$ cat config.mk
export PLATFORM = sky130hd
export DESIGN_NAME = mem_access_stage
export DESIGN_NICKNAME = d
export VERILOG_FILES = /design/src/rtl/mem_access_stage.sv
export SDC_FILE = /design/constraint.sdc
export NUM_CORES = 1
export LEC_CHECK = 0
export ABC_CLOCK_PERIOD_IN_PS = 2400
export CORE_MARGIN = 3
export CORE_UTILIZATION = 46
export DETAILED_ROUTE_END_ITERATION = 10
export HOLD_SLACK_MARGIN = 0.05
export PLACE_DENSITY = 0.86
export SKIP_LAST_GASP = 1
export SYNTH_ARGS = -nofsm -noshare
export SYNTH_HDL_FRONTEND = slang
export SYNTH_SLANG_ARGS = --single-unit
$ cat constraint.sdc
create_clock -name clk -period 2.4 [get_ports clk]
set_clock_uncertainty 0.05 [all_clocks]
set_input_delay 0.6 -clock clk [delete_from_list [all_inputs] [get_ports clk]]
set_output_delay 0.6 -clock clk [all_outputs]
set_load 0.01 [all_outputs]
$ cat src/rtl/mem_access_stage.sv
// mem_access_stage
//   Memory stage that sits right after the execute ALU. Each accepted
//   instruction is either passed straight to writeback (no memory op) or turned
//   into one data-memory transaction (load/store). Load data is lane-selected and
//   sign/zero extended. A single registered entry feeds writeback through a
//   valid/ready handshake.
//
//   Optional feature macro: MEM_MISALIGN_TRAP_EN
//     defined   : misaligned H/W accesses trap without a bus request
//     undefined : low address bits beyond the access size are ignored
//
// Ports
//   clk, rst_n                      clock / async active-low reset
//   ex_valid, ex_ready              execute-side handshake
//   ex_alu_result, ex_store_data    address or result, store data
//   ex_rd, ex_mem_op, ex_funct3     destination, op (00 none/01 ld/10 st/11 none), size/sign
//   mem_req, mem_we, mem_addr       memory request (held until mem_ack)
//   mem_be, mem_wdata               byte enables, lane-replicated store data
//   mem_ack, mem_rdata              completion and read data (same cycle)
//   wb_valid, wb_ready              writeback handshake
//   wb_data, wb_rd, wb_we, wb_err   writeback entry
//
// state | meaning
// IDLE  | no transaction outstanding; may accept from execute
// MEM   | request outstanding; output entry is empty
module mem_access_stage #(
  parameter int WIDTH          = 32,
  parameter int TIMEOUT_CYCLES = 16
) (
  input  logic             clk,
  input  logic             rst_n,
  input  logic             ex_valid,
  output logic             ex_ready,
  input  logic [WIDTH-1:0] ex_alu_result,
  input  logic [WIDTH-1:0] ex_store_data,
  input  logic [4:0]       ex_rd,
  input  logic [1:0]       ex_mem_op,
  input  logic [2:0]       ex_funct3,
  output logic             mem_req,
  output logic             mem_we,
  output logic [WIDTH-1:0] mem_addr,
  output logic [3:0]       mem_be,
  output logic [WIDTH-1:0] mem_wdata,
  input  logic             mem_ack,
  input  logic [WIDTH-1:0] mem_rdata,
  output logic             wb_valid,
  input  logic             wb_ready,
  output logic [WIDTH-1:0] wb_data,
  output logic [4:0]       wb_rd,
  output logic             wb_we,
  output logic             wb_err
);

  typedef enum logic {IDLE, MEM} state_t;

  localparam int            CW        = $clog2(TIMEOUT_CYCLES + 2);
  localparam logic [CW-1:0] TMO_LIMIT = CW'(TIMEOUT_CYCLES);
  localparam bit            TMO_EN    = (TIMEOUT_CYCLES != 0);

  state_t          state, state_next;
  logic [CW-1:0]   tmo_cnt;
  logic [2:0]      funct3_q;
  logic [1:0]      lane_q;
  logic [4:0]      rd_q;
  logic            is_load_q;

  logic             accept, is_mem_op, misalign, tmo_fire;
  logic [3:0]       be_calc;
  logic [WIDTH-1:0] wdata_calc, load_data;
  logic [7:0]       rd_byte;
  logic [15:0]      rd_half;

  always_ff @(posedge clk or negedge rst_n) begin
    if (!rst_n) state <= IDLE;
    else        state <= state_next;
  end

  always_comb begin
    state_next = state;
    ex_ready   = 1'b0;
    mem_req    = 1'b0;
    accept     = 1'b0;
    tmo_fire   = 1'b0;
    is_mem_op  = (ex_mem_op == 2'b01) || (ex_mem_op == 2'b10);
    misalign   = 1'b0;
`ifdef MEM_MISALIGN_TRAP_EN
    case (ex_funct3[1:0])
      2'b00:   misalign = 1'b0;
      2'b01:   misalign = ex_alu_result[0];
      default: misalign = (ex_alu_result[1:0] != 2'b00);
    endcase
`endif
    case (state)
      IDLE: begin
        ex_ready = !wb_valid || wb_ready;
        accept   = ex_valid && ex_ready;
        if (accept && is_mem_op && !misalign) state_next = MEM;
      end
      MEM: begin
        mem_req  = 1'b1;
        // ack wins over an expiry in the same cycle
        tmo_fire = TMO_EN && !mem_ack && ((tmo_cnt + CW'(1)) == TMO_LIMIT);
        if (mem_ack || tmo_fire) state_next = IDLE;
      end
      default: state_next = IDLE;
    endcase
  end

  // Byte enables and store-lane replication from the size in funct3[1:0].
  always_comb begin
    case (ex_funct3[1:0])
      2'b00: begin
        be_calc    = 4'b0001 << ex_alu_result[1:0];
        wdata_calc = {4{ex_store_data[7:0]}};
      end
      2'b01: begin
        be_calc    = 4'b0011 << {ex_alu_result[1], 1'b0};
        wdata_calc = {2{ex_store_data[15:0]}};
      end
      default: begin
        be_calc    = 4'b1111;
        wdata_calc = ex_store_data;
      end
    endcase
  end

  always_comb begin
    rd_byte = mem_rdata[{lane_q, 3'b000} +: 8];
    rd_half = mem_rdata[{lane_q[1], 4'b0000} +: 16];
    case (funct3_q)
      3'b000:  load_data = {{(WIDTH-8){rd_byte[7]}}, rd_byte};
      3'b100:  load_data = {{(WIDTH-8){1'b0}}, rd_byte};
      3'b001:  load_data = {{(WIDTH-16){rd_half[15]}}, rd_half};
      3'b101:  load_data = {{(WIDTH-16){1'b0}}, rd_half};
      default: load_data = mem_rdata;
    endcase
  end

  always_ff @(posedge clk or negedge rst_n) begin
    if (!rst_n) begin
      mem_we    <= 1'b0;
      mem_addr  <= '0;
      mem_be    <= '0;
      mem_wdata <= '0;
      tmo_cnt   <= '0;
      funct3_q  <= '0;
      lane_q    <= '0;
      rd_q      <= '0;
      is_load_q <= 1'b0;
      wb_valid  <= 1'b0;
      wb_data   <= '0;
      wb_rd     <= '0;
      wb_we     <= 1'b0;
      wb_err    <= 1'b0;
    end else if (accept) begin
      if (is_mem_op && !misalign) begin
        mem_addr  <= {ex_alu_result[WIDTH-1:2], 2'b00};
        mem_be    <= be_calc;
        mem_wdata <= wdata_calc;
        mem_we    <= (ex_mem_op == 2'b10);
        funct3_q  <= ex_funct3;
        lane_q    <= ex_alu_result[1:0];
        rd_q      <= ex_rd;
        is_load_q <= (ex_mem_op == 2'b01);
        tmo_cnt   <= '0;
        wb_valid  <= 1'b0;
      end else begin
        // Non-memory op, or a trapped misaligned access carrying its address.
        wb_valid <= 1'b1;
        wb_data  <= ex_alu_result;
        wb_rd    <= ex_rd;
        wb_we    <= !is_mem_op && (ex_rd != 5'd0);
        wb_err   <= is_mem_op;
      end
    end else if (state == MEM) begin
      if (mem_ack) begin
        wb_valid <= 1'b1;
        wb_data  <= is_load_q ? load_data : '0;
        wb_rd    <= rd_q;
        wb_we    <= is_load_q && (rd_q != 5'd0);
        wb_err   <= 1'b0;
      end else if (tmo_fire) begin
        wb_valid <= 1'b1;
        wb_data  <= '0;
        wb_rd    <= rd_q;
        wb_we    <= 1'b0;
        wb_err   <= 1'b1;
      end else begin
        tmo_cnt <= tmo_cnt + CW'(1);
      end
    end else if (wb_ready) begin
      wb_valid <= 1'b0;
    end
  end

endmodule

==> flow_summary.yaml <==
sta:
  setup_slack_ns: 0.143
  setup_violations: 0
  timing.fmax_mhz: 443
  finalCritPeriodShare_pct: 94.0
  hold_viol_final: 0
  rsz0062_at_grt: "false"
  worst_slew_pin_slew_ns: 1.07
  finalCriticalPeriod_ns: 2.26
  drv_slew: 0
  max_slew_margin_pct: 28.7
logic_synthesis:
  synth_async_sr_flop_share_pct: 100
  synthDistinctLibCells: 51
  yosys_warnings: 0
  yosysSeqAreaShare_pct: 49.0
  syn_area_per_cell_um2: 9.38
  syn_area_um2: 6340
  synth_edf_count: 0
  synth_cells: 676
  synth_ff_type: "dfrtp_1"
  synth-seq-cells: 124
detailed_routing:
  wl_met1_um: 8200
  via_count: 6025
  dr.pass1.iters: 6
  routed_wl_um: 20300
  ant_nets: 0
  wl_met2_um: 9750
  drt_iter0_drc: 560
  drc: 0
  vias_per_cell: 5.47
  routed.top_layer: "met4"
  wl_per_cell_um: 18.5
  wl_met3_um: 1480
clocking:
  cts_tree: "done"
  clk_latency_ns: 0.41
  htreeDepth: 4
  clk_pin_slew_ns: 0.05
  cts-root-buf: "clkbuf_16"
  cts_buffers: 17
  cts_sinks: 124
  clk_path_buf_depth: 2
place:
  io_buffers: 219
  dp_hpwl_um: 15400
  place.gp.congestion: 0.948
  dpl_cell_area_um2: 8970
  post-place-ws_ns: -0.220
global_route:
  first_global_vias: 6003
  grt_first_pass_wirelength_um: 31500
  grt_max_degree: 61
  gr-usage-all-layers_pct: 27.0
  gr-total-overflow: 0
  antenna_found_initial: 0
finish:
  drive_above_1_share_pct: 13.4
  num_antenna_cells: 0
  multi_input_area_um2: 2990
  syn2layout_area_growth_pct: 49.4
  nFillCells: 984
  design_area_um2: 9470
  nets: 1031
  seq_area_um2: 3100
floorplanning:
  dieHeight_um: 123
  die_area_um2: 15200
  fp.dieW_um: 123
  core_area_um2: 13300
  io_pins: 222
  start_util_pct: 47.5
  num_rows: 42
setup_path:
  r2r_cells: 7
  crit_slowest_cell: "clkdlybuf4s50_1"
  startpoint_type: "input port"
  r2r_start: "tmo_cnt[0]$_DFFE_PN0P_"
  crit_chain: "clkdlybuf4s50_1, nor2b_1, buf_4, nor2_1, dlygate4sd2_1"
  path_class: "input port to primary output"
  ff2ff_setup_slack_ns: 0.14
  required_ns: 1.75
  r2r_end: "wb_data[0]$_DFFE_PN0P_"
  worstPathArrival_ns: 1.61
  worst_setup_path_end_kind: "primary output"
  crit_family: "buffers and inverters"
  critical_path.max_fanout: 6
  worst-path-buf-inv: 3
  critPathMaxStageDelay_ns: 0.46
job:
  cap_violations: 0
power_and_ir_drop:
  power_leakage_nw: 4.28
  worst_ir_drop_vdd_uv: 646
  p_per_area_nw_per_um2: 1030
min_path:
  holdCritPathClass: "input port to asynchronous set/reset pin"
outcome:
  status: "complete, no violations"
-- worst max path at each step --
stage	start	to	slack, ns	depth (start not counted)
after floorplan	wb_ready	wb_rd[1]$_DFFE_PN0P_	0.32	6
after global routing	ex_mem_op[0]	mem_be[1]$_DFFE_PN0P_	0.02	9
after detailed placement	ex_mem_op[0]	mem_be[1]$_DFFE_PN0P_	-0.22	9
after CTS	wb_ready	ex_ready	0.13	5
final	wb_ready	ex_ready	0.14	5
after global placement	ex_valid	wb_data[4]$_DFFE_PN0P_	-0.17	8
-- sequential cells by signal (all words and copies together) (netlist names), 2 cells and up --
| signal | cells |
|---|---|
| funct3_q | 3 |
| lane_q | 2 |
| mem_addr | 30 |
| mem_be | 4 |
| mem_wdata | 32 |
| rd_q | 5 |
| tmo_cnt | 5 |
| wb_data | 32 |
| wb_rd | 5 |
-- placed cells by master, fill, tap and decap left out, types with 2 or more instances in the layout --
cell type	n
ha_1	4
clkinv_2	3
nor2_1	42
clkbuf_16	17
dfrtp_1	124
buf_4	39
mux2_2	25
or4_1	3
a221o_1	2
nand2_1	194
mux2_4	20
clkbuf_8	3
nand2b_1	6
clkbuf_1	5
mux2i_1	35
clkdlybuf4s50_1	217
o22ai_1	7
xnor2_1	2
a31oi_1	4
inv_1	7
conb_1	2
o221ai_1	6
and3_1	3
o21bai_1	2
a21oi_1	63
buf_12	8
nor2b_1	3
o21ai_0	46
nand3_1	4
or3_1	4
o2bb2ai_1	2
-- repair_timing --
item	CTS	global route
endpoints found under the hold margin	0	0
setup endpoints to repair	1	0
hold buffers	0	0
gates resized for setup	1	0
setup buffers	0	0
-- where the power goes --
group | switching [mW] | internal (mW)
Sequential | 0.499 | 2.83
Combinational | 1.90 | 2.27
Clock | 0.847 | 1.37
-- layout make-up --
class / instances / area share (%)
sequential: 124 / 32.8
tap: 176 / 2.33
clock inverter: 3 / 0.159
inverter: 7 / 0.277
timing repair buffer: 265 / 27.8
clock buffer: 25 / 5.13
multi-input combinational: 501 / 31.5
-- worst register-to-register path: stages (launching register included) --
cell and delay, ns:
dfrtp_1 0.41, ha_1 0.28, nand2_1 0.10, o2bb2ai_1 0.34, a31oi_4 0.17, nor2_4 0.16, buf_12 0.23, mux2_2 0.39
-- synthesized netlist by cell type, types with 2 or more instances --
| library cell | number | share of area (%) |
|---|---|---|
| o21bai_1 | 2 | 0.24 |
| nor2b_1 | 3 | 0.30 |
| inv_1 | 7 | 0.41 |
| or3_1 | 4 | 0.39 |
| nor2_1 | 42 | 2.5 |
| buf_1 | 5 | 0.30 |
| o2bb2ai_1 | 2 | 0.28 |
| clkbuf_1 | 19 | 1.1 |
| ha_1 | 4 | 0.79 |
| o221ai_1 | 6 | 0.83 |
| mux2i_1 | 35 | 5.5 |
| mux2_4 | 20 | 4.7 |
| and3_1 | 3 | 0.30 |
| o21ai_0 | 46 | 3.6 |
| mux2_2 | 25 | 4.4 |
| a31oi_1 | 4 | 0.39 |
| buf_2 | 14 | 1.1 |
| nand2_1 | 194 | 11 |
| or4_1 | 3 | 0.36 |
| o22ai_1 | 7 | 0.69 |
| xnor2_1 | 2 | 0.28 |
| nand3_1 | 4 | 0.32 |
| buf_12 | 2 | 0.63 |
| a21oi_1 | 63 | 5.0 |
| a221o_1 | 2 | 0.32 |
| nand2b_1 | 7 | 0.69 |
| dfrtp_1 | 124 | 49 |
| buf_4 | 4 | 0.47 |
-- routing by layer --
layer  vias up  global-route usage [%]
li1       2793                       -
met1      2869                    35.1
met2       297                    43.2
met3        66                    5.44
met4         0                    12.9
met5         -                       0
-- kinds of logic after synthesis --
logic type / after synthesis / synth area share, %
XOR/XNOR: 3 / 0.415
buffers and inverters: 52 / 4.22
adder cells (fa/ha/maj): 4 / 0.790
other: 1 / 0.0592
AO/OA/AOI/OAI: 144 / 13.4
multiplexers: 81 / 14.9
flip-flops: 124 / 49.0
AND/OR/NAND/NOR: 267 / 17.3
-- stage by stage --
| stage | hold slack (ns) | util (%) | setup TNS (ns) | total power, mW | instances |
|---|---|---|---|---|---|
| 2_1_floorplan | 0.254 | - | 0 | 5.25 | 677 |
| 4_1_cts | 0.119 | 71.0 | 0 | 9.76 | 1101 |
| 3_5_place_dp | 0.412 | 67.2 | -14.43 | 7.50 | 1073 |
| 6_report | 0.115 | 71.0 | 0 | 9.72 | 1101 |
| 3_3_place_gp | 0.407 | 67.2 | -10.86 | 7.38 | 1073 |
| 5_1_grt | 0.135 | 71.0 | 0 | 10.3 | 1101 |
(Power assumes the default switching activity.)
